--- config.mk ---
export PLATFORM = sky130hd
export DESIGN_NAME = fetch_stage
export DESIGN_NICKNAME = d
export VERILOG_FILES = /design/src/rtl/cpu_types_pkg.sv /design/src/rtl/pipeline_pkg.sv /design/src/rtl/fetch_skid.sv /design/src/rtl/fetch_stage.sv
export SDC_FILE = /design/constraint.sdc
export NUM_CORES = 1
export LEC_CHECK = 0
export BUFFER_PORTS_ARGS = -buffer_cell sky130_fd_sc_hd__buf_2
export CORE_ASPECT_RATIO = 0.8
export CORE_MARGIN = 4
export CORE_UTILIZATION = 50
export DETAILED_ROUTE_END_ITERATION = 8
export GPL_TIMING_DRIVEN = 0
export PLACE_DENSITY = 0.84
export SYNTH_ARGS = -nofsm -noshare
export SYNTH_HDL_FRONTEND = slang
export SYNTH_SLANG_ARGS = --single-unit
--- constraint.sdc ---
create_clock -name CLK -period 2.6 [get_ports CLK]
set_input_delay 0.65 -clock CLK [delete_from_list [all_inputs] [get_ports CLK]]
set_output_delay 0.65 -clock CLK [all_outputs]
set_load 0.01 [all_outputs]
--- src/rtl/cpu_types_pkg.sv ---
// Basic machine types shared by every pipeline stage.
package cpu_types_pkg;

    localparam int unsigned WORD_W = 32;

    typedef logic [WORD_W-1:0] word_t;

endpackage

--- src/rtl/pipeline_pkg.sv ---
// Pipeline latch layouts and the fetch FSM state type.
package pipeline_pkg;

    import cpu_types_pkg::*;

    localparam word_t INSTR_BYTES = 32'd4;

    // IF/ID latch contents: fetch address, instruction word, fall-through PC.
    typedef struct packed {
        word_t imemaddr;
        word_t instr;
        word_t pc;
    } ifetch_t;

    typedef enum logic [1:0] {
        FETCH  = 2'd0,
        HOLD   = 2'd1,
        HALTED = 2'd2
    } fetch_state_t;

    // Sequential PC; wraps naturally from 32'hFFFF_FFFC to 0.
    function automatic word_t pc_plus4(input word_t addr);
        return addr + INSTR_BYTES;
    endfunction

endpackage

--- src/rtl/fetch_skid.sv ---
// One-entry skid buffer holding a fetched instruction while the IF/ID latch is stalled.
module fetch_skid
    import pipeline_pkg::*;
(
    input  logic    CLK,
    input  logic    RST,
    input  logic    clear,
    input  logic    load,
    input  logic    pop,
    input  ifetch_t load_entry,
    output logic    full,
    output ifetch_t entry
);

    logic    full_q;
    ifetch_t entry_q;

    // clear wins over load so a redirect always discards the captured word.
    always_ff @(posedge CLK) begin
        if (RST) begin
            full_q  <= 1'b0;
            entry_q <= '0;
        end else if (clear) begin
            full_q  <= 1'b0;
        end else if (load) begin
            full_q  <= 1'b1;
            entry_q <= load_entry;
        end else if (pop) begin
            full_q  <= 1'b0;
        end
    end

    assign full  = full_q;
    assign entry = entry_q;

endmodule

--- src/rtl/fetch_stage.sv ---
// Instruction fetch stage: PC register, IF/ID latch and FETCH/HOLD/HALTED control.
// Optional one-entry skid buffer enabled by defining FETCH_SKID_EN.
module fetch_stage
    import cpu_types_pkg::*;
    import pipeline_pkg::*;
#(
    parameter word_t PC_INIT = 32'h0000_0000
) (
    input  logic    CLK,
    input  logic    RST,
    input  logic    ihit,
    input  word_t   iload,
    output logic    iREN,
    output word_t   imemaddr,
    input  logic    stall,
    input  logic    redirect,
    input  word_t   redirect_pc,
    input  logic    halt,
    output logic    if_valid,
    output ifetch_t if_out
);

    fetch_state_t state, state_next;
    word_t        pc, pc_next;
    ifetch_t      out_q, out_next;
    logic         valid_q, valid_next;
    ifetch_t      fetched;
    logic         skid_full;

    assign fetched = '{imemaddr: pc, instr: iload, pc: pc_plus4(pc)};

`ifdef FETCH_SKID_EN
    logic    skid_load, skid_pop, skid_clear;
    ifetch_t skid_entry;

    fetch_skid u_skid (
        .CLK        (CLK),
        .RST        (RST),
        .clear      (skid_clear),
        .load       (skid_load),
        .pop        (skid_pop),
        .load_entry (fetched),
        .full       (skid_full),
        .entry      (skid_entry)
    );
`else
    assign skid_full = 1'b0;
`endif

    always_comb begin
        state_next = state;
        pc_next    = pc;
        out_next   = out_q;
        valid_next = valid_q;
`ifdef FETCH_SKID_EN
        skid_load  = 1'b0;
        skid_pop   = 1'b0;
        skid_clear = 1'b0;
`endif
        if (state == HALTED) begin
            valid_next = 1'b0;
        end else if (redirect) begin
            pc_next    = redirect_pc;
            valid_next = 1'b0;
            state_next = FETCH;
`ifdef FETCH_SKID_EN
            skid_clear = 1'b1;
`endif
        end else if (halt) begin
            valid_next = 1'b0;
            state_next = HALTED;
`ifdef FETCH_SKID_EN
            skid_clear = 1'b1;
`endif
        end else if (stall) begin
`ifdef FETCH_SKID_EN
            // Keep fetching into the skid so the next word is ready when stall drops.
            if (!skid_full && ihit) begin
                skid_load = 1'b1;
                pc_next   = pc_plus4(pc);
            end
`else
            state_next = HOLD;
`endif
        end else if (state == HOLD) begin
            // Downstream consumed if_out this edge; nothing new was fetched.
            state_next = FETCH;
            valid_next = 1'b0;
`ifdef FETCH_SKID_EN
        end else if (skid_full) begin
            out_next   = skid_entry;
            valid_next = 1'b1;
            skid_pop   = 1'b1;
`endif
        end else if (ihit) begin
            out_next   = fetched;
            valid_next = 1'b1;
            pc_next    = pc_plus4(pc);
        end else begin
            valid_next = 1'b0;
        end
    end

    always_ff @(posedge CLK) begin
        if (RST) begin
            state   <= FETCH;
            pc      <= PC_INIT;
            out_q   <= '0;
            valid_q <= 1'b0;
        end else begin
            state   <= state_next;
            pc      <= pc_next;
            out_q   <= out_next;
            valid_q <= valid_next;
        end
    end

    assign iREN     = (state == FETCH) && !skid_full;
    assign imemaddr = pc;
    assign if_valid = valid_q;
    assign if_out   = out_q;

endmodule

### Yosys cells after proc, flatten, opt, wreduce, memory -nomap -nowiden

Index checks and enable logic that the tools add are counted.

* register bits after elaboration: 131
* latch bits: 0
* memory bits (writable): 0
* bits in read-only memories: 0
* input bits: 70
* output and inout port bits: 130
* word-level logic and storage cells: 35
* memories kept: 0

* add/subtract/negate cells: 1
* multiply operators: 0
* div/mod/pow operators: 0
* magnitude comparators: 0
* equal/unequal tests: 5
* shifts and indexed selects: 0
* muxes and demuxes: 11
* bitwise logic cells: 5
* reduce and logical (&&, ||, !) cells: 7

Operators with widths (number)
* $mux W32: 5
* $add A32 B3 Y32 const B: 1
* $mux W2: 4
* $reduce_and A6 Y1: 1
* $not A1 Y1: 5
* $reduce_and A5 Y1: 1
* $ne A2 B2 Y1 const B: 2
* $reduce_bool A4 Y1: 1
* $reduce_or A4 Y1: 1
* $eq A2 B1 Y1 const B: 1
* $eq A2 B2 Y1 const B: 1
* $logic_not A2 Y1: 1
* $mux W1: 2
* $ne A2 B1 Y1 const B: 1
* $reduce_and A2 Y1: 1
* $reduce_bool A2 Y1: 1

### Logic depth before layout (Yosys ltp)

Gate-level depths: netlist of run 1.

* depth after elaboration: 6
* gate-level depth with buffers: 8
* gate-level depth less buffers: 5

### Worst setup path before layout of run 1

Ideal clock, no wire load.

* kind: in2reg
* from: input redirect
* to: register pc[23] (netlist: imemaddr[23])
* setup time: 0.074 ns
* data arrival time: 2.238 ns
* data required time: 2.526 ns
* slack: 0.288 ns
* cell stages on the path: 6
* buffers on the path: 2
* path through: buf_6 or4b_4 nand2b_4 buf_2 or4_1 a31oi_1

* cells in the longest elaborated chain, start to end: 2
* elaborated cells on any way between the ends: 6
* classes of those cells: eq/ne (3); mux (1); reduce/logical (2)

Ends and longest elaborated chain
* start: declaration: line fetch_stage.sv:16 `input logic redirect,`
* $ne A2 B2 Y1 (no source line), or another cell as far along
* $reduce_and A5 Y1 (no source line)
* end signal: assignment: line fetch_stage.sv:112 `pc <= pc_next;`
* end: declaration: line fetch_stage.sv:24 `word_t pc, pc_next;`

Several ways; a longest one is shown, not always the timed one.
A chain may end at the register's enable or synchronous reset.

### Final worst setup path of run 1

* from: register pc[4] (netlist: imemaddr[4])
* to: register out_q, in the netlist if_out[21]

* cells in the longest elaborated chain, start to end: 1

Ends and longest elaborated chain
* $add A32 B3 Y32: line pipeline_pkg.sv:23 `return addr + INSTR_BYTES;`
* end signal: assignment: line fetch_stage.sv:113 `out_q <= out_next;`
* end: declaration: line fetch_stage.sv:25 `ifetch_t out_q, out_next;`

No other way between the ends.

==> flow_results.xml, run 1 <==
<?xml version="1.0" encoding="UTF-8"?>
<metrics>
  <group name="finish">
    <metric name="mostFrequentLayoutCells" unit="">214 x sky130_fd_sc_hd__buf_2, 171 x sky130_fd_sc_hd__nand2_1, 129 x sky130_fd_sc_hd__dfxtp_1</metric>
    <metric name="drive_above_1_share" unit="">0.2922</metric>
    <metric name="nNetsFinal" unit="">1071</metric>
    <metric name="antenna-diode-count" unit="">0</metric>
    <metric name="layout.cells.most_common" unit="">sky130_fd_sc_hd__buf_2</metric>
    <metric name="number_of_cells_in_the_finished_layout_apart_from_fillers" unit="">1165</metric>
    <metric name="flow.area_growth_from_synthesis" unit="%">28.79</metric>
  </group>
  <group name="clocking">
    <metric name="cts_tree" unit="">yes</metric>
    <metric name="number_of_buffers_created_by_cts" unit="">17</metric>
    <metric name="clk_pin_slew_worst_paths" unit="ns">0.06</metric>
    <metric name="maximum_clock_insertion_buffer_count" unit="">2</metric>
    <metric name="cts_root_cell" unit="">sky130_fd_sc_hd__clkbuf_16</metric>
    <metric name="clock_sinks" unit="">129</metric>
    <metric name="cts_setup_buffers" unit="">0</metric>
    <metric name="clkLatencyLatePin" unit="ns">0.41</metric>
    <metric name="total_number_of_h_tree_levels" unit="">4</metric>
  </group>
  <group name="place">
    <metric name="finalWeightedCongestion" unit="">0.9868</metric>
    <metric name="place.detailed.hpwl" unit="mm">15.00</metric>
    <metric name="dp.cells" unit="">1133</metric>
    <metric name="pre_cts_slack" unit="ns">-0.06332</metric>
    <metric name="io_buffers" unit="">198</metric>
  </group>
  <group name="die">
    <metric name="core_footprint" unit="µm²">12120</metric>
    <metric name="die-width" unit="µm">132.2</metric>
    <metric name="die_area" unit="µm²">14200</metric>
    <metric name="die_height" unit="µm">107.4</metric>
    <metric name="pin_count" unit="">200</metric>
    <metric name="num_rows" unit="">36</metric>
    <metric name="initial_utilization" unit="">0.5094</metric>
  </group>
  <group name="sta">
    <metric name="clock_skew" unit="ns">0.005984</metric>
    <metric name="setup-tns-final" unit="ns">0</metric>
    <metric name="worst_slew_pin_slew" unit="ns">0.8975</metric>
    <metric name="maxSlewHeadroom" unit="">0.3995</metric>
    <metric name="report.final.slew_viol_count" unit="">0</metric>
    <metric name="setup-violations-final" unit="">0</metric>
    <metric name="final.min_clock_period" unit="ns">2.516</metric>
    <metric name="clock.fmax" unit="MHz">397.4</metric>
    <metric name="fin_worst_hold_slack" unit="ns">0.4489</metric>
    <metric name="final.setup.worst_slack" unit="ns">0.08354</metric>
    <metric name="grt_setup_unrepaired" unit="">false</metric>
    <metric name="finalHoldViolations" unit="">0</metric>
    <metric name="fin_crit_sh" unit="">0.9679</metric>
  </group>
  <group name="detailed_routing">
    <metric name="dr.pass1.iters" unit="">6</metric>
    <metric name="vias" unit="">6696</metric>
    <metric name="route.antenna.remaining_nets" unit="">0</metric>
    <metric name="detailedRoute.firstIterationViolations" unit="">895</metric>
    <metric name="avgViaCountPerCell" unit="">5.748</metric>
    <metric name="drc_errors" unit="">0</metric>
    <metric name="wirelength" unit="mm">20.70</metric>
    <metric name="wire_per_inst" unit="µm">17.77</metric>
  </group>
  <group name="worst_setup_path">
    <metric name="worst_r2r_endpoint" unit="">if_out[21]$_SDFFE_PP0P_</metric>
    <metric name="critical_path.startpoint_type" unit="">flop</metric>
    <metric name="timing.reg2reg.setup_slack" unit="ns">0.08</metric>
    <metric name="number_of_cells_on_the_worst_reg_to_reg_path" unit="">6</metric>
    <metric name="worst_path_largest_cell_delay" unit="ns">0.55</metric>
    <metric name="worst_setup_path_end_kind" unit="">flop</metric>
    <metric name="cell_chain_critical_path" unit="">buf_2 -&gt; nand4_1 -&gt; or4_1 -&gt; clkbuf_1 -&gt; or3_1 -&gt; a311oi_1</metric>
    <metric name="critical-path-slowest-cell" unit="">sky130_fd_sc_hd__or4_1</metric>
    <metric name="timing.critical_path.fanout_max" unit="">10</metric>
    <metric name="critPathKind" unit="">flop to flop</metric>
    <metric name="r2r-start" unit="">imemaddr[4]$_SDFFE_PP0P_</metric>
    <metric name="critical_path_required" unit="ns">2.91</metric>
    <metric name="cp_data_arrival_time" unit="ns">2.83</metric>
  </group>
  <group name="synthesis">
    <metric name="synth_nets" unit="">854</metric>
    <metric name="synth_cell_type_count" unit="">60</metric>
    <metric name="postSynth.topFlopCell" unit="">sky130_fd_sc_hd__dfxtp_1</metric>
    <metric name="ys_ff_latch" unit="">129</metric>
    <metric name="yosysTopAreaCellShare" unit="">0.4184</metric>
    <metric name="synth_top_area_cell" unit="">sky130_fd_sc_hd__dfxtp_1</metric>
    <metric name="count_of_yosys_warnings_during_synthesis" unit="">0</metric>
    <metric name="ys_seq_area_frac" unit="">0.4184</metric>
    <metric name="synth.cell_area" unit="µm²">6172</metric>
    <metric name="edff_count_synth" unit="">0</metric>
    <metric name="post_synth_main_area_contributors" unit="">sky130_fd_sc_hd__dfxtp_1 42%, sky130_fd_sc_hd__nand2_1 10%, sky130_fd_sc_hd__a21oi_1 6.6%</metric>
    <metric name="synth-async-reset-ratio" unit="">0</metric>
    <metric name="synth_cells" unit="">783</metric>
    <metric name="syn_area_per_cell" unit="µm²">7.883</metric>
  </group>
  <group name="flow_run">
    <metric name="drv_cap" unit="">0</metric>
  </group>
  <group name="pwr">
    <metric name="design_power_total" unit="mW">5.017</metric>
    <metric name="ir_worst_vdd" unit="µV">426.7</metric>
    <metric name="power.density_cell_area" unit="nW/µm²">631.1</metric>
    <metric name="static-leakage-power" unit="nW">3.328</metric>
  </group>
  <group name="global_route">
    <metric name="grt_first_pass_wirelength" unit="mm">32.13</metric>
    <metric name="antenna_found_initial" unit="">0</metric>
    <metric name="residual_overflow_from_global_routing" unit="">0</metric>
    <metric name="grt_start_max_net_pins" unit="">17</metric>
    <metric name="vias_in_the_first_global_route" unit="">6272</metric>
    <metric name="grt_use_total" unit="">0.2824</metric>
  </group>
  <group name="run_status">
    <metric name="outcome" unit="">complete, no violations</metric>
  </group>
  <group name="hold_path">
    <metric name="hold-path-endpoint" unit="">if_out[72]$_SDFFE_PP0P_</metric>
    <metric name="min_path_type" unit="">flop to flop</metric>
    <metric name="hp-start" unit="">if_out[72]$_SDFFE_PP0P_</metric>
    <metric name="worst_hold_path.num_cells" unit="">2</metric>
  </group>
</metrics>
state kept, by name, indices dropped and copies added, names as in the netlist:
signal,count
imemaddr,32
if_valid,1
state,2
if_out,94
metal layers:
layer / wire length [µm] / part of all wire / global-route usage / vias up
li1: - / - / - / 3171
met3: 2419 / 0.12 / 0.08505 / 60
met4: 630 / 0.030 / 0.1128 / 0
met2: 9152 / 0.44 / 0.4348 / 383
met5: 0 / 0 / 0 / -
met1: 8499 / 0.41 / 0.3730 / 3082
worst max-delay path: cells and delay by family, from the launching register on:
kind            cells  cell delay, ns
simple gates        3            1.35
flops               1            0.34
compound gates      1            0.30
buf+inv             2            0.42
cell type report:
class                      count  area, µm²
fill                        1073       4168
sequential                   129       2582
tap                          152      190.2
timing repair buffer         198      991.0
clock inverter                 8      77.57
buffer                       110      581.8
multi-input combinational    539       3005
clock buffer                  24      501.7
inverter                       5      18.77
logic make-up after synthesis:
logic type | share of synthesized area
AOI/OAI and AO/OA | 0.2204
muxes | 0.003244
and+or+nand+nor | 0.2362
adders and majority gates | 0.002027
DFF | 0.4184
xor gates and xnor gates | 0.02270
buffers and inverters | 0.09710
synth_stat cells, types with 5 or more instances:
| cell type | instances |
|---|---|
| sky130_fd_sc_hd__o21ai_0 | 27 |
| sky130_fd_sc_hd__nand4_1 | 12 |
| sky130_fd_sc_hd__o211ai_1 | 10 |
| sky130_fd_sc_hd__a311oi_1 | 8 |
| sky130_fd_sc_hd__nor2_1 | 46 |
| sky130_fd_sc_hd__buf_2 | 16 |
| sky130_fd_sc_hd__a22oi_1 | 7 |
| sky130_fd_sc_hd__nor4_1 | 8 |
| sky130_fd_sc_hd__a32o_1 | 7 |
| sky130_fd_sc_hd__nor3_1 | 6 |
| sky130_fd_sc_hd__inv_1 | 5 |
| sky130_fd_sc_hd__or4_1 | 7 |
| sky130_fd_sc_hd__a22o_1 | 6 |
| sky130_fd_sc_hd__xnor2_1 | 10 |
| sky130_fd_sc_hd__a21oi_1 | 81 |
| sky130_fd_sc_hd__nand2_1 | 171 |
| sky130_fd_sc_hd__nand3_1 | 18 |
| sky130_fd_sc_hd__clkbuf_1 | 51 |
| sky130_fd_sc_hd__a211oi_1 | 18 |
| sky130_fd_sc_hd__buf_4 | 35 |
| sky130_fd_sc_hd__and4_1 | 5 |
| sky130_fd_sc_hd__xor2_1 | 6 |
| sky130_fd_sc_hd__or3_1 | 7 |
| sky130_fd_sc_hd__a31oi_1 | 11 |
| sky130_fd_sc_hd__dfxtp_1 | 129 |
| sky130_fd_sc_hd__buf_1 | 5 |
metrics by stage:
| stage | util | instance area [µm²] |
|---|---|---|
| 6_report | 0.6560 | 7949 |
| 5_1_grt | 0.6560 | 7949 |
| 4_1_cts | 0.6554 | 7941 |
| 3_5_place_dp | 0.6069 | 7353 |
| 3_3_place_gp | 0.6069 | 7353 |
| 2_1_floorplan | - | 6172 |
what timing repair did:
action	in CTS	in global routing
cloned	0	0
resized for setup	1	3
hold buffers	0	0
endpoints found under the setup margin	1	4
worst max-delay path by stage:
stage	start	cells after the start	end
finish	imemaddr[4]$_SDFFE_PP0P_	6	if_out[21]$_SDFFE_PP0P_
CTS	imemaddr[4]$_SDFFE_PP0P_	6	if_out[21]$_SDFFE_PP0P_
floorplan	redirect	6	imemaddr[23]$_SDFFE_PP0P_
global placement	stall	6	imemaddr[3]$_SDFFE_PP0P_
global route	imemaddr[2]$_SDFFE_PP0P_	6	imemaddr[18]$_SDFFE_PP0P_
detailed placement	stall	7	if_out[3]$_SDFFE_PP0P_
report_power, final:
part	total, mW	switching, mW	internal (mW)
combinational	0.592	0.349	0.242
clock	2.31	0.875	1.44
sequential	2.11	0.0662	2.04
(Power assumes the default switching activity.)
==> run 2: changes to the inputs <==
==> constraint.sdc (replaced) <==
create_clock -name CLK -period 3.06 [get_ports CLK]
set_input_delay 0.765 -clock CLK [delete_from_list [all_inputs] [get_ports CLK]]
set_output_delay 0.765 -clock CLK [all_outputs]
set_load 0.01 [all_outputs]
==> flow_results.xml, run 2 (same netlist as run 1, synthesis figures left out) <==
<?xml version="1.0" encoding="UTF-8"?>
<metrics>
  <group name="die">
    <metric name="core_footprint" unit="µm²">12120</metric>
    <metric name="pin_count" unit="">200</metric>
    <metric name="die-width" unit="µm">132.2</metric>
    <metric name="initial_utilization" unit="">0.5094</metric>
    <metric name="num_rows" unit="">36</metric>
    <metric name="die_height" unit="µm">107.4</metric>
    <metric name="die_area" unit="µm²">14200</metric>
  </group>
  <group name="sta">
    <metric name="clock.fmax" unit="MHz">369.8</metric>
    <metric name="worst_slew_pin_slew" unit="ns">0.8648</metric>
    <metric name="setup-tns-final" unit="ns">0</metric>
    <metric name="final.setup.worst_slack" unit="ns">0.3561</metric>
    <metric name="fin_crit_sh" unit="">0.8836</metric>
    <metric name="grt_setup_unrepaired" unit="">false</metric>
    <metric name="setup-violations-final" unit="">0</metric>
    <metric name="maxSlewHeadroom" unit="">0.4214</metric>
    <metric name="finalHoldViolations" unit="">0</metric>
    <metric name="clock_skew" unit="ns">0.005800</metric>
    <metric name="final.min_clock_period" unit="ns">2.704</metric>
    <metric name="report.final.slew_viol_count" unit="">0</metric>
    <metric name="fin_worst_hold_slack" unit="ns">0.4479</metric>
  </group>
  <group name="pwr">
    <metric name="design_power_total" unit="mW">4.261</metric>
    <metric name="ir_worst_vdd" unit="µV">358.9</metric>
    <metric name="static-leakage-power" unit="nW">3.309</metric>
    <metric name="power.density_cell_area" unit="nW/µm²">537.2</metric>
  </group>
  <group name="clocking">
    <metric name="clk_pin_slew_worst_paths" unit="ns">0.05</metric>
    <metric name="cts_setup_buffers" unit="">0</metric>
    <metric name="maximum_clock_insertion_buffer_count" unit="">2</metric>
    <metric name="clkLatencyLatePin" unit="ns">0.41</metric>
    <metric name="number_of_buffers_created_by_cts" unit="">17</metric>
    <metric name="cts_hold_buffers" unit="">0</metric>
    <metric name="total_number_of_h_tree_levels" unit="">4</metric>
    <metric name="cts_tree" unit="">yes</metric>
    <metric name="cts_root_cell" unit="">sky130_fd_sc_hd__clkbuf_16</metric>
    <metric name="cts-resized-gates" unit="">0</metric>
    <metric name="clock_sinks" unit="">129</metric>
  </group>
  <group name="hold_path">
    <metric name="hold-path-endpoint" unit="">if_out[95]$_SDFFE_PP0P_</metric>
    <metric name="worst_hold_path.num_cells" unit="">2</metric>
    <metric name="min_path_type" unit="">flop to flop</metric>
    <metric name="hp-start" unit="">if_out[95]$_SDFFE_PP0P_</metric>
  </group>
  <group name="place">
    <metric name="pre_cts_slack" unit="ns">0.2817</metric>
    <metric name="place.detailed.hpwl" unit="mm">15.00</metric>
    <metric name="io_buffers" unit="">198</metric>
    <metric name="finalWeightedCongestion" unit="">0.9868</metric>
    <metric name="dp.cells" unit="">1133</metric>
  </group>
  <group name="worst_setup_path">
    <metric name="number_of_cells_on_the_worst_reg_to_reg_path" unit="">6</metric>
    <metric name="worst_path_largest_cell_delay" unit="ns">0.82</metric>
    <metric name="critical_path.top_delay_family" unit="">simple AND/OR/NAND/NOR gates</metric>
    <metric name="cell_chain_critical_path" unit="">ha_1 -&gt; nand3_1 -&gt; clkbuf_1 -&gt; nor4_2 -&gt; o21ai_0 -&gt; a32o_1</metric>
    <metric name="crit_cells" unit="">6</metric>
    <metric name="critical_path.startpoint_type" unit="">flop</metric>
    <metric name="critical-path-slowest-cell" unit="">sky130_fd_sc_hd__nor4_2</metric>
    <metric name="timing.critical_path.fanout_max" unit="">10</metric>
    <metric name="critPathKind" unit="">flop to flop</metric>
    <metric name="r2r-start" unit="">imemaddr[2]$_SDFFE_PP0P_</metric>
    <metric name="worst_setup_path_end_kind" unit="">flop</metric>
    <metric name="worstPathBufferInverterCount" unit="">1</metric>
    <metric name="timing.reg2reg.setup_slack" unit="ns">0.36</metric>
    <metric name="critical_path_required" unit="ns">3.36</metric>
    <metric name="cp_data_arrival_time" unit="ns">3.01</metric>
    <metric name="worst_r2r_endpoint" unit="">imemaddr[18]$_SDFFE_PP0P_</metric>
  </group>
  <group name="finish">
    <metric name="nNetsFinal" unit="">1071</metric>
    <metric name="largest_register_ff_count" unit="">94</metric>
    <metric name="number_of_cells_in_the_finished_layout_apart_from_fillers" unit="">1165</metric>
    <metric name="layout.cells.most_common" unit="">sky130_fd_sc_hd__buf_2</metric>
    <metric name="flow.area_growth_from_synthesis" unit="%">28.52</metric>
    <metric name="drive_above_1_share" unit="">0.2902</metric>
    <metric name="mostFrequentLayoutCells" unit="">214 x sky130_fd_sc_hd__buf_2, 171 x sky130_fd_sc_hd__nand2_1, 129 x sky130_fd_sc_hd__dfxtp_1</metric>
    <metric name="antenna-diode-count" unit="">0</metric>
  </group>
  <group name="flow_run">
    <metric name="drv_cap" unit="">0</metric>
  </group>
  <group name="detailed_routing">
    <metric name="avgViaCountPerCell" unit="">5.800</metric>
    <metric name="vias" unit="">6757</metric>
    <metric name="wire_per_inst" unit="µm">17.76</metric>
    <metric name="route.antenna.remaining_nets" unit="">0</metric>
    <metric name="detailedRoute.firstIterationViolations" unit="">864</metric>
    <metric name="dr.pass1.iters" unit="">6</metric>
    <metric name="drc_errors" unit="">0</metric>
    <metric name="wirelength" unit="mm">20.69</metric>
  </group>
  <group name="global_route">
    <metric name="grt_start_max_net_pins" unit="">17</metric>
    <metric name="vias_in_the_first_global_route" unit="">6277</metric>
    <metric name="antenna_found_initial" unit="">0</metric>
    <metric name="grt_first_pass_wirelength" unit="mm">32.13</metric>
    <metric name="residual_overflow_from_global_routing" unit="">0</metric>
    <metric name="grt_use_total" unit="">0.2823</metric>
  </group>
  <group name="run_status">
    <metric name="outcome" unit="">complete, no violations</metric>
  </group>
</metrics>
[run 2: cell count changes in the layout (fill, tap and decap cells not counted)]
cell,before,now
sky130_fd_sc_hd__nor4_1,7,8
sky130_fd_sc_hd__nor4_4,1,0
sky130_fd_sc_hd__clkbuf_1,52,53
sky130_fd_sc_hd__clkbuf_2,2,1
[run 2: worst max path at each step]
stage	from	slack, ns	endpoint
6_report	imemaddr[2]$_SDFFE_PP0P_	0.36	imemaddr[18]$_SDFFE_PP0P_
5_1_grt	imemaddr[2]$_SDFFE_PP0P_	0.26	imemaddr[18]$_SDFFE_PP0P_
4_1_cts	imemaddr[2]$_SDFFE_PP0P_	0.44	imemaddr[18]$_SDFFE_PP0P_
3_5_place_dp	stall	0.28	if_out[3]$_SDFFE_PP0P_
3_3_place_gp	stall	0.30	imemaddr[3]$_SDFFE_PP0P_
2_1_floorplan	redirect	0.63	imemaddr[23]$_SDFFE_PP0P_
[run 2: layout make-up]
cell class	count	area, µm²
buffer	110	580.6
clock buffer	24	501.7
clock inverter	8	77.57
fill	1078	4184
inverter	5	18.77
multi-input combinational	539	2990
sequential	129	2582
tap	152	190.2
timing repair buffer	198	991.0
[run 2: per-layer routing]
layer | global-route usage | vias up | wire length, µm
met5 | 0 | - | 0
met4 | 0.1150 | 0 | 630
met3 | 0.08458 | 67 | 2561
li1 | - | 3170 | -
met2 | 0.4323 | 443 | 9133
met1 | 0.3742 | 3077 | 8368
[run 2: stage by stage]
step                      cell area [µm²]    util
after floorplan                      6172       -
after global placement               7353  0.6069
after detailed placement             7353  0.6069
after CTS                            7933  0.6547
after global routing                 7933  0.6547
final                                7933  0.6547
[run 2: worst register-to-register path: stages (launching register included)]
cell and delay (ns):
sky130_fd_sc_hd__dfxtp_1 0.49, sky130_fd_sc_hd__ha_1 0.29, sky130_fd_sc_hd__nand3_1 0.16, sky130_fd_sc_hd__clkbuf_1 0.33, sky130_fd_sc_hd__nor4_2 0.83, sky130_fd_sc_hd__o21ai_0 0.20, sky130_fd_sc_hd__a32o_1 0.31
[run 2: report_power, final]
group / internal [mW] / total [mW] / switching, mW
Sequential: 1.74 / 1.79 / 0.0563
Clock: 1.22 / 1.97 / 0.742
Combinational: 0.206 / 0.502 / 0.296
Total: 3.17 / 4.26 / 1.09
==> run 3: changes to the inputs <==
--- a/config.mk
+++ b/config.mk
@@ -6,12 +6,12 @@
 export NUM_CORES = 1
 export LEC_CHECK = 0
 export BUFFER_PORTS_ARGS = -buffer_cell sky130_fd_sc_hd__buf_2
-export CORE_ASPECT_RATIO = 0.8
+export CORE_ASPECT_RATIO = 1.2
 export CORE_MARGIN = 4
 export CORE_UTILIZATION = 50
 export DETAILED_ROUTE_END_ITERATION = 8
 export GPL_TIMING_DRIVEN = 0
-export PLACE_DENSITY = 0.84
+export PLACE_DENSITY = 0.88
 export SYNTH_ARGS = -nofsm -noshare
 export SYNTH_HDL_FRONTEND = slang
 export SYNTH_SLANG_ARGS = --single-unit
==> flow_results.xml, run 3 (same netlist as run 1, synthesis figures left out) <==
<?xml version="1.0" encoding="UTF-8"?>
<metrics>
  <group name="clocking">
    <metric name="cts-resized-gates" unit="">0</metric>
    <metric name="cts_hold_buffers" unit="">0</metric>
    <metric name="clk_pin_slew_worst_paths" unit="ns">0.06</metric>
    <metric name="clkLatencyLatePin" unit="ns">0.41</metric>
    <metric name="total_number_of_h_tree_levels" unit="">4</metric>
    <metric name="cts_root_cell" unit="">sky130_fd_sc_hd__clkbuf_16</metric>
    <metric name="cts_setup_buffers" unit="">0</metric>
    <metric name="clock_sinks" unit="">129</metric>
    <metric name="maximum_clock_insertion_buffer_count" unit="">2</metric>
    <metric name="number_of_buffers_created_by_cts" unit="">17</metric>
    <metric name="cts_tree" unit="">yes</metric>
  </group>
  <group name="pwr">
    <metric name="design_power_total" unit="mW">4.325</metric>
    <metric name="ir_worst_vdd" unit="µV">355.0</metric>
    <metric name="power.density_cell_area" unit="nW/µm²">543.9</metric>
    <metric name="static-leakage-power" unit="nW">3.311</metric>
  </group>
  <group name="worst_setup_path">
    <metric name="cp_data_arrival_time" unit="ns">2.84</metric>
    <metric name="worst_r2r_endpoint" unit="">imemaddr[18]$_SDFFE_PP0P_</metric>
    <metric name="timing.critical_path.fanout_max" unit="">10</metric>
    <metric name="r2r-start" unit="">imemaddr[2]$_SDFFE_PP0P_</metric>
    <metric name="worst_setup_path_end_kind" unit="">flop</metric>
    <metric name="timing.reg2reg.setup_slack" unit="ns">0.52</metric>
    <metric name="critical_path.startpoint_type" unit="">flop</metric>
    <metric name="critPathKind" unit="">flop to flop</metric>
    <metric name="critical_path_required" unit="ns">3.36</metric>
    <metric name="number_of_cells_on_the_worst_reg_to_reg_path" unit="">6</metric>
  </group>
  <group name="sta">
    <metric name="finalHoldViolations" unit="">0</metric>
    <metric name="maxSlewHeadroom" unit="">0.3464</metric>
    <metric name="final.setup.worst_slack" unit="ns">0.5225</metric>
    <metric name="setup-violations-final" unit="">0</metric>
    <metric name="report.final.slew_viol_count" unit="">0</metric>
    <metric name="clock.fmax" unit="MHz">394.1</metric>
    <metric name="clock_skew" unit="ns">0.007285</metric>
    <metric name="setup-tns-final" unit="ns">0</metric>
    <metric name="fin_crit_sh" unit="">0.8292</metric>
    <metric name="final.min_clock_period" unit="ns">2.537</metric>
    <metric name="worst_slew_pin_slew" unit="ns">0.9768</metric>
    <metric name="grt_setup_unrepaired" unit="">false</metric>
    <metric name="fin_worst_hold_slack" unit="ns">0.4497</metric>
  </group>
  <group name="die">
    <metric name="die_height" unit="µm">129.7</metric>
    <metric name="die_area" unit="µm²">14190</metric>
    <metric name="core_footprint" unit="µm²">12110</metric>
    <metric name="pin_count" unit="">200</metric>
    <metric name="num_rows" unit="">44</metric>
    <metric name="die-width" unit="µm">109.4</metric>
    <metric name="initial_utilization" unit="">0.5096</metric>
  </group>
  <group name="finish">
    <metric name="drive_above_1_share" unit="">0.2875</metric>
    <metric name="layout.cells.most_common" unit="">sky130_fd_sc_hd__buf_2</metric>
    <metric name="antenna-diode-count" unit="">0</metric>
    <metric name="nNetsFinal" unit="">1071</metric>
    <metric name="flow.area_growth_from_synthesis" unit="%">28.85</metric>
    <metric name="largest_register_ff_count" unit="">94</metric>
    <metric name="mostFrequentLayoutCells" unit="">214 x sky130_fd_sc_hd__buf_2, 171 x sky130_fd_sc_hd__nand2_1, 129 x sky130_fd_sc_hd__dfxtp_1</metric>
    <metric name="stdcell_area" unit="µm²">7953</metric>
  </group>
  <group name="place">
    <metric name="place.detailed.hpwl" unit="mm">15.23</metric>
    <metric name="pre_cts_slack" unit="ns">0.2330</metric>
    <metric name="io_buffers" unit="">198</metric>
    <metric name="dpl_cell_area" unit="µm²">7365</metric>
    <metric name="finalWeightedCongestion" unit="">0.9256</metric>
  </group>
  <group name="detailed_routing">
    <metric name="vias" unit="">6776</metric>
    <metric name="dr.pass1.iters" unit="">6</metric>
    <metric name="route.antenna.remaining_nets" unit="">0</metric>
    <metric name="avgViaCountPerCell" unit="">5.777</metric>
    <metric name="wirelength" unit="mm">20.85</metric>
    <metric name="drc_errors" unit="">0</metric>
    <metric name="wire_per_inst" unit="µm">17.78</metric>
    <metric name="detailedRoute.firstIterationViolations" unit="">668</metric>
  </group>
  <group name="flow_run">
    <metric name="drv_cap" unit="">0</metric>
  </group>
  <group name="global_route">
    <metric name="grt_start_max_net_pins" unit="">17</metric>
    <metric name="grt_first_pass_wirelength" unit="mm">31.40</metric>
    <metric name="antenna_found_initial" unit="">0</metric>
    <metric name="residual_overflow_from_global_routing" unit="">0</metric>
    <metric name="vias_in_the_first_global_route" unit="">6238</metric>
    <metric name="grt_use_total" unit="">0.2828</metric>
  </group>
  <group name="hold_path">
    <metric name="min_path_type" unit="">flop to flop</metric>
    <metric name="hp-start" unit="">if_out[49]$_SDFFE_PP0P_</metric>
    <metric name="hold-path-endpoint" unit="">if_out[49]$_SDFFE_PP0P_</metric>
    <metric name="worst_hold_path.num_cells" unit="">2</metric>
  </group>
  <group name="run_status">
    <metric name="outcome" unit="">complete, no violations</metric>
  </group>
</metrics>
[run 3: changes by cell type in the layout (fill, tap and decap cells not counted)]
| cell | previous run | this run |
|---|---|---|
| sky130_fd_sc_hd__clkinv_2 | 3 | 2 |
| sky130_fd_sc_hd__clkinv_4 | 2 | 3 |
| sky130_fd_sc_hd__bufinv_16 | 1 | 3 |
| sky130_fd_sc_hd__clkbuf_1 | 53 | 55 |
| sky130_fd_sc_hd__clkinvlp_4 | 2 | 1 |
| sky130_fd_sc_hd__clkbuf_8 | 5 | 1 |
[run 3: area by class of cell]
class,count,area [µm²]
Inverter,5,18.77
Clock buffer,22,454.2
Sequential cell,129,2582
Clock inverter,9,133.9
Tap cell,161,201.4
Buffer,110,580.6
Fill cell,1066,4159
Timing Repair Buffer,198,991.0
Multi-Input combinational cell,539,2990
[run 3: how the worst max path moves through the flow]
stage	from	to	slack (ns)
final	imemaddr[2]$_SDFFE_PP0P_	imemaddr[18]$_SDFFE_PP0P_	0.52
after global routing	imemaddr[2]$_SDFFE_PP0P_	imemaddr[18]$_SDFFE_PP0P_	0.35
after CTS	imemaddr[2]$_SDFFE_PP0P_	imemaddr[18]$_SDFFE_PP0P_	0.57
after detailed placement	stall	if_out[82]$_SDFFE_PP0P_	0.23
after global placement	stall	imemaddr[3]$_SDFFE_PP0P_	0.29
after floorplan	redirect	imemaddr[23]$_SDFFE_PP0P_	0.63
[run 3: critical path, cell delays in order, from the launching register on]
cell	delay [ns]
sky130_fd_sc_hd__dfxtp_1	0.53
sky130_fd_sc_hd__ha_1	0.29
sky130_fd_sc_hd__nand3_1	0.13
sky130_fd_sc_hd__clkbuf_1	0.31
sky130_fd_sc_hd__nor4_2	0.71
sky130_fd_sc_hd__o21ai_0	0.16
sky130_fd_sc_hd__a32o_1	0.30
[run 3: power breakdown]
| group | switching, mW | total [mW] | internal, mW |
|---|---|---|---|
| combinational | 0.293 | 0.500 | 0.206 |
| clock | 0.729 | 2.03 | 1.30 |
| sequential | 0.0605 | 1.80 | 1.74 |
[run 3: stage by stage]
step,std cells,util
2_1_floorplan,783,-
3_3_place_gp,1142,0.6081
3_5_place_dp,1142,0.6081
4_1_cts,1173,0.6566
5_1_grt,1173,0.6566
6_report,1173,0.6566
[run 3: routing by layer]
metal / up-vias / routed length (µm) / GRT usage
li1: 3180 / - / -
met1: 3113 / 7789 / 0.3437
met2: 420 / 9973 / 0.4668
met3: 63 / 2377 / 0.08560
met4: 0 / 713 / 0.1145
met5: - / 0 / 0
